==> src/rtl/demux_route_if.sv <==
// Handshake and status bundle between an upstream source, the demux route
// controller and its eight downstream channels.
interface demux_route_if #(
    parameter int DW = 8
);
    logic          in_valid;
    logic          in_ready;
    logic [DW-1:0] in_data;
    logic [2:0]    in_dest;
    logic [7:0]    ch_en;
    logic [7:0]    out_ready;
    logic [7:0]    out_valid;
    logic [DW-1:0] out_data;
    logic [2:0]    sel;
    logic          busy;
    logic [7:0]    drop_cnt;

    modport master (
        output in_valid, in_data, in_dest, ch_en, out_ready,
        input  in_ready, out_valid, out_data, sel, busy, drop_cnt
    );

    modport slave (
        input  in_valid, in_data, in_dest, ch_en, out_ready,
        output in_ready, out_valid, out_data, sel, busy, drop_cnt
    );
endinterface

==> src/rtl/demux_route_ctrl.sv <==
// One-word holding demux: routes each accepted word to a single enabled channel,
// dropping words for disabled channels or words that wait too long.
//
//   state | meaning
//   IDLE  | no word held, ready for upstream
//   HOLD  | one word held, strobing its channel until taken or timed out
module demux_route_ctrl #(
    parameter int DW      = 8,
    parameter int TIMEOUT = 15
) (
    input  logic            clk,
    input  logic            rst_n,
    demux_route_if.slave    bus
);
    typedef enum logic {
        IDLE = 1'b0,
        HOLD = 1'b1
    } state_t;

    // Wait timer is a down-counter; terminal count zero on a non-completing
    // HOLD edge is the TIMEOUT-th cycle of waiting.
    localparam logic [7:0] WAIT_LOAD = (TIMEOUT == 0) ? 8'd0 : 8'(TIMEOUT - 1);

    state_t        state;
    logic [7:0]    wait_cnt;
    logic [DW-1:0] data_next;
    logic          complete;
    logic          take;
    logic          enabled;
    logic          timeout;

    assign data_next = bus.in_data;

    // sel doubles as the held destination register.
    assign bus.in_ready = rst_n && ((state == IDLE) || bus.out_ready[bus.sel]);

    always_comb begin
        complete = (state == HOLD) && bus.out_ready[bus.sel];
        take     = bus.in_valid && bus.in_ready;
        enabled  = bus.ch_en[bus.in_dest];
        timeout  = (TIMEOUT != 0) && (state == HOLD) && !complete && (wait_cnt == 8'd0);
    end

    always_ff @(posedge clk or negedge rst_n) begin
        if (!rst_n) begin
            state         <= IDLE;
            wait_cnt      <= 8'd0;
            bus.out_valid <= 8'd0;
            bus.out_data  <= '0;
            bus.sel       <= 3'd0;
            bus.busy      <= 1'b0;
            bus.drop_cnt  <= 8'd0;
        end else if (take && enabled) begin
            state         <= HOLD;
            wait_cnt      <= WAIT_LOAD;
            bus.out_valid <= 8'd1 << bus.in_dest;
            bus.out_data  <= data_next;
            bus.sel       <= bus.in_dest;
            bus.busy      <= 1'b1;
        end else if (take || timeout) begin
            // Discarded word: either its channel was disabled at accept or it
            // waited out the timer. Holding registers keep their old contents.
            state         <= IDLE;
            wait_cnt      <= 8'd0;
            bus.out_valid <= 8'd0;
            bus.busy      <= 1'b0;
            if (bus.drop_cnt != 8'hFF) begin
                bus.drop_cnt <= bus.drop_cnt + 8'd1;
            end
        end else if (complete) begin
            state         <= IDLE;
            wait_cnt      <= 8'd0;
            bus.out_valid <= 8'd0;
            bus.busy      <= 1'b0;
        end else if ((state == HOLD) && (wait_cnt != 8'd0)) begin
            wait_cnt <= wait_cnt - 8'd1;
        end
    end
endmodule

==> src/flat_wrapper.sv <==
// flat-port wrapper written by rule: the top's interface ports become plain ports
module demux_route_ctrl_flat 
#(
    parameter int DW      = 8,
    parameter int TIMEOUT = 15
)
  (clk, rst_n, bus_in_valid, bus_in_data, bus_in_dest, bus_ch_en, bus_out_ready, bus_in_ready, bus_out_valid, bus_out_data, bus_sel, bus_busy, bus_drop_cnt);
  demux_route_if #(.DW(DW)) bus_i ();
  input  logic clk;
  input  logic rst_n;
  input wire logic [$bits(bus_i.in_valid)-1:0] bus_in_valid;
  input wire logic [$bits(bus_i.in_data)-1:0] bus_in_data;
  input wire logic [$bits(bus_i.in_dest)-1:0] bus_in_dest;
  input wire logic [$bits(bus_i.ch_en)-1:0] bus_ch_en;
  input wire logic [$bits(bus_i.out_ready)-1:0] bus_out_ready;
  output wire logic [$bits(bus_i.in_ready)-1:0] bus_in_ready;
  output wire logic [$bits(bus_i.out_valid)-1:0] bus_out_valid;
  output wire logic [$bits(bus_i.out_data)-1:0] bus_out_data;
  output wire logic [$bits(bus_i.sel)-1:0] bus_sel;
  output wire logic [$bits(bus_i.busy)-1:0] bus_busy;
  output wire logic [$bits(bus_i.drop_cnt)-1:0] bus_drop_cnt;
  assign bus_i.in_valid = bus_in_valid;
  assign bus_i.in_data = bus_in_data;
  assign bus_i.in_dest = bus_in_dest;
  assign bus_i.ch_en = bus_ch_en;
  assign bus_i.out_ready = bus_out_ready;
  assign bus_in_ready = bus_i.in_ready;
  assign bus_out_valid = bus_i.out_valid;
  assign bus_out_data = bus_i.out_data;
  assign bus_sel = bus_i.sel;
  assign bus_busy = bus_i.busy;
  assign bus_drop_cnt = bus_i.drop_cnt;
  demux_route_ctrl #(.DW(DW), .TIMEOUT(TIMEOUT)) u_core (.clk(clk), .rst_n(rst_n), .bus(bus_i));
endmodule
==> config.mk <==
export PLATFORM = sky130hd
export DESIGN_NAME = demux_route_ctrl_flat
export DESIGN_NICKNAME = d
export VERILOG_FILES = /design/src/rtl/demux_route_if.sv /design/src/rtl/demux_route_ctrl.sv /design/src/flat_wrapper.sv
export SDC_FILE = /design/constraint.sdc
export NUM_CORES = 1
export LEC_CHECK = 0
export ABC_AREA = 1
export BUFFER_PORTS_ARGS = -buffer_cell sky130_fd_sc_hd__buf_2
export CORE_MARGIN = 8
export CORE_UTILIZATION = 50
export CTS_CLUSTER_SIZE = 16
export DETAILED_ROUTE_END_ITERATION = 10
export PLACE_DENSITY = 0.78
export SKIP_CTS_REPAIR_TIMING = 1
export SYNTH_ARGS = -nofsm -noshare
export SYNTH_HDL_FRONTEND = slang
export SYNTH_SLANG_ARGS = --single-unit
==> constraint.sdc <==
create_clock -name clk -period 2.2 [get_ports clk]
set_input_delay 0.11 -clock clk [delete_from_list [all_inputs] [get_ports clk]]
set_output_delay 0.11 -clock clk [all_outputs]
set_load 0.02 [all_outputs]
# ---- After elaboration in Yosys (flattened, before gate mapping)
# Index checks and enable logic that the tools add are counted.
# Widths: inputs -> output; s select.
dict set report totals {
  register_bits 36
  inputBits 30
  out_inout_bits 29
  word_cells 43
}
dict set report op_classes {
  n_addsub 2
  n_lt_le_gt_ge 2
  eq_ne 1
  shifts 1
  muxes 14
  bitwise 2
  n_reduce_logical 15
}
# op n
set ops {}
lappend ops {{$mux 8} 7}
lappend ops {{$add 8x1->8 const B} 1}
lappend ops {{$logic_not 8->1} 1}
lappend ops {{$lt 3x4->1 const B} 2}
lappend ops {{$ne 8x8->1 const B} 1}
lappend ops {{$reduce_bool 8->1} 1}
lappend ops {{$shl 1x3->8 const A} 1}
lappend ops {{$sub 8x1->8 const B} 1}
lappend ops {{$logic_and 1x1->1} 7}
lappend ops {{$bmux 1 s3} 2}
lappend ops {{$mux 1} 5}
lappend ops {{$reduce_bool 4->1} 1}
lappend ops {{$reduce_and 3->1} 1}
lappend ops {{$reduce_bool 3->1} 1}
lappend ops {{$logic_or 1x1->1} 2}
lappend ops {{$not 1->1} 2}
lappend ops {{$logic_not 1->1} 1}

# ---- Logic depth before layout (Yosys ltp)
dict set report logic_depth {
  ltp_word 9
  ltp_mapped 12
  mapped_depth_nobuf 12
}

# ---- Worst setup path before layout
# No wires, ideal clock.
dict set report synth_timing {
  kind {reg-to-reg}
  from {register u_core.bus.drop_cnt[0]}
  to {register u_core.bus.drop_cnt[2]}
  setup_ns 0.066
  t_arrival_ns 1.613
  required_ns 2.134
  path_slack_ns 0.521
  path_stages_with_launch 8
  path_buffers 0
  period_less_slack_ns 1.679
  cell_sequence {dfrtp_1 -> ha_1 -> nand3_1 -> nor3_1 -> nand3_1 -> nand3_2 -> nand2_1 -> nand2_1}
}
dict set report synth_via {
  elab_chain_len 2
  elab_cells_between_ends 3
  cone_classes {add/sub (1); eq/ne (1); reduce/logical (1)}
}
# item line
set synth_rtl {}
lappend synth_rtl {{start: declaration} demux_route_if.sv:25} ;# output in_ready, out_valid, out_data, sel, busy, drop_cnt
lappend synth_rtl {{start signal: assignment} demux_route_ctrl.sv:68} ;# bus.drop_cnt <= bus.drop_cnt + 8'd1;
lappend synth_rtl {{branches (longest 2 deep; another with $add 8x1->8)} n/a}
# Several ways; the timed one is not identified.
# A chain may end at the register's enable or synchronous reset.

# ---- Final worst setup path
dict set report layout_timing {
  from {register u_core.wait_cnt[0]}
  to {register u_core.wait_cnt[4]}
}
dict set report layout_via {
  elab_chain_len 5
  elab_cells_between_ends 11
  cone_classes {add/sub (1); mux (4); reduce/logical (6)}
}
# item line
set layout_rtl {}
lappend layout_rtl {{start: declaration} demux_route_ctrl.sv:25} ;# logic [7:0] wait_cnt;
lappend layout_rtl {{start signal: assignment} demux_route_ctrl.sv:76} ;# wait_cnt <= wait_cnt - 8'd1;
lappend layout_rtl {{$sub 8x1->8 or $logic_not 8->1 (tied branches)} {demux_route_ctrl.sv:76, demux_route_ctrl.sv:41}}
lappend layout_rtl {{$mux 8 or $logic_and 1x1->1 (tied branches)} {demux_route_ctrl.sv:75, demux_route_ctrl.sv:41}}
lappend layout_rtl {{$mux 8 or $logic_or 1x1->1 (tied branches)} {demux_route_ctrl.sv:70, demux_route_ctrl.sv:60}}
lappend layout_rtl {{$mux 8} demux_route_ctrl.sv:60} ;# end else if (take || timeout) begin
lappend layout_rtl {{$mux 8} demux_route_ctrl.sv:53} ;# end else if (take && enabled) begin
# Parallel ways exist; a longest one is shown, timed or not. The select of a mux whose other input is x is not followed.

==> flow_summary_export.csv <==
group,metric,value,unit
run_status,status,"complete, no violations",
routing,avgViaCountPerCell,4.88,
yosys,yosys.area_share.simple,0.337,
global_routing,grt_max_degree,36,
yosys,synthXorXnorAreaFrac,0.0441,
final_layout,final_util,0.627,
yosys,synth_top_family_by_area,"simple AND/OR/NAND/NOR gates",
final_layout,nets,362,
yosys,ys_seq_area_frac,0.454,
placed_design,io_buffers,58,
routing,first_pass_iters,4,
timing,relSlewSlack,0.670,
final_layout,seq_area,901,um^2
routing,routedWlPerCell,11.9,um
worst_setup_path,cp-startpoint,"u_core.wait_cnt[0]",
global_routing,grt_pass1_wl,8.00,mm
yosys,yosysWarnings,0,
worst_setup_path,max_stage_delay,0.42,ns
worst_hold_path,min_from,"bus_in_data[7]",
timing,max_freq,524,MHz
global_routing,met2_usage,0.248,
final_layout,multiInputGateArea,883,um^2
routing,antenna_violating_nets_post_route,0,
worst_setup_path,cp-start-kind,"flop",
global_routing,grtUsageMet1,0.195,
timing,min_period,1.91,ns
clock_tree,insertion_delay,0.28,ns
timing,worst_slew_pin_slew,0.490,ns
clock_tree,clockBufferDepth,2,
floorplanning,num_rows,23,
routing,drc,0,
yosys,synth_compound_area_frac,0.0517,
yosys,syn_area,1980,um^2
clock_tree,root_buffer,"clkbuf_8",
worst_setup_path,cp.required,2.37,ns
timing,final.setup.tns,0,ns
timing,setup_violations,0,
timing,hold_viol,0,
timing,drv_slew,0,
timing,finalCritPeriodShare,0.867,
floorplanning,die_x,79,um
global_routing,grt_pass1_vias,1813,
yosys,synthFlopType,"dfrtp_1",
clock_tree,path_clk_slew,0.07,ns
yosys,ys_ff_latch,36,
placed_design,place_hpwl,3.61,mm
worst_hold_path,worstHoldPathType,"input pin to flop",
yosys,netlist_instances,266,
global_routing,grt_antenna_before_repair,0,
yosys,synth-edff-count,0,
flow_run,drv_cap,0,
worst_setup_path,worstSetupEndpointType,"flop",
power,p_total,0.00264,W
floorplanning,io_pins,59,
clock_tree,cts_tree,"built",
power,ir_drop,0.473,mV
worst_setup_path,timing.rr.start,"u_core.wait_cnt[0]",
final_layout,antenna-diode-count,0,
final_layout,fillerInstances,371,
final_layout,area_growth,23.6,%
yosys,synthAdderAreaFrac,0.0126,
floorplanning,die_area,6240,um^2
routing,vias,1859,
routing,wl,4.53,mm
worst_setup_path,slowest_stage,"o21ai_0",
power,powerDensity,1080,nW/um^2
floorplanning,start_util,0.507,
worst_setup_path,arrival,2.08,ns
routing,drtIter0Drc,148,
timing,finClkSkew,0.00647,ns
worst_setup_path,crit_type,"flop to flop",
placed_design,routabilityCongestion,0.842,
yosys,ys_types,22,
worst_setup_path,path_cells,"inv_1 > ha_1 > nand2_1 > nor2_1 > nand2_1 > o21ai_0 > inv_1 > nand2_1 > xor2_1 > nor2_1",
global_routing,grt_use_met3,0.0632,
worst_setup_path,cp_common_cell,"nand2_1",
final_layout,drive_above_1_share,0.245,
yosys,syn-num-nets,298,
worst_setup_path,crit_fanout,5,
yosys,syn_avg_cell_area,7.46,um^2
power,p_leak,1.48,nW
clock_tree,cts_made_buffers,5,
global_routing,gr-max-usage-layer,"met2",
global_routing,grt_use_total,0.159,
timing,rsz0062_at_grt,"no",
floorplanning,die_height,79,um
clock_tree,cts_num_sinks,36,
floorplanning,design.core.area,3910,um^2
yosys,async_reset_ff_frac,1.00,
global_routing,overflow,0,
clock_tree,htreeDepth,2,
yosys,synthMuxAreaShare,0,
## critical path: cells and delay by family (launching register included)
family                   cells  cell delay (ns)
AND/OR/NAND/NOR              5             0.43
AO/OA/AOI/OAI                1             0.42
flip-flops                   1             0.38
buffers and inverters        2             0.20
adder cells (fa/ha/maj)      1             0.19
XOR/XNOR                     1             0.18
## metrics by stage
stage	hold WS, ns	worst slack [ns]	cell area, um^2	instances
global placement	-0.0385	0.389	2330	372
floorplan	-0.186	0.521	1980	266
finish	0.0562	0.293	2450	381
global route	0.0511	0.00977	2450	381
CTS	-0.352	0.313	2440	380
detailed placement	-0.0392	0.331	2330	372
## power breakdown
group          switching [W]  total [W]  internal (W)
Sequential          0.000164    0.00100      0.000841
Clock               0.000237   0.000573      0.000335
Combinational       0.000683    0.00106      0.000382
Total                0.00108    0.00264       0.00156
## logic make-up after synthesis
kind of cell | after synthesis
flip-flops | 36
buffers and inverters | 52
AO/OA/AOI/OAI | 20
AND/OR/NAND/NOR | 146
XOR/XNOR | 10
adder cells (fa/ha/maj) | 2
## per-layer routing
metal / part of all wire / vias to the layer above
met5: 0 / -
li1: - / 955
met2: 0.46 / 61
met4: 0.020 / 0
met1: 0.45 / 834
met3: 0.066 / 9
## final cells by class
| cell class | instances | area share |
|---|---|---|
| clock buffers | 5 | 0.0280 |
| clock inverters | 3 | 0.0173 |
| inverters | 48 | 0.0734 |
| multi-input cells | 178 | 0.360 |
| flip-flops and latches | 36 | 0.367 |
| well taps | 50 | 0.0255 |
| repair buffers | 61 | 0.129 |
## state kept, by name, indices dropped and copies added, names as in the netlist
signal and count:
u_core.bus.out_data 8, u_core.bus.busy 1, u_core.bus.sel 3, u_core.wait_cnt 8
u_core.bus.drop_cnt 8, u_core.bus.out_valid 8
## cells in the final DEF (no fill, tap or decap)
cell,synthesis,routed
nand2_1,88,88
buf_2,4,58
inv_1,45,45
dfrtp_1,36,36
nand3_1,19,19
nor2_1,15,15
o21ai_1,13,13
nand4_1,9,9
xor2_1,7,7
nor3_1,5,5
clkbuf_8,0,5
inv_2,3,3
nand3_2,3,3
xnor2_1,3,3
a21oi_1,3,3
o21ai_0,3,3
nand2_2,2,2
nor2_2,2,2
ha_1,2,2
buf_4,0,2
a21boi_0,1,1
nand2_4,1,1
nand3_4,1,1
nand4_4,1,1
clkinv_2,0,1
bufinv_16,0,1
clkinvlp_4,0,1
dlygate4sd3_1,0,1
## path summary, 6_finish.rpt
kind	slack [ns]	depth (start not counted)	end
worst min register to register	0.47	2	u_core.bus.out_valid[2]
min in group asynchronous	0.20	2	u_core.bus.busy
worst min-delay path	0.06	3	u_core.bus.out_data[7]
worst max register to register	0.29	10	u_core.wait_cnt[4]
max in group asynchronous	1.33	3	u_core.bus.drop_cnt[5]
worst max-delay path	0.29	10	u_core.wait_cnt[4]
## synthesized netlist by cell type, types with 4 or more instances
library cell  instances  share of area
dfrtp_1              36           0.45
buf_2                 4          0.010
nor3_1                5          0.013
nor2_1               15          0.028
inv_1                45          0.085
o21ai_1              13          0.033
xor2_1                7          0.031
nand4_1               9          0.028
nand2_1              88           0.17
nand3_1              19          0.048
No activity file was read; power rests on OpenSTA's default activity.
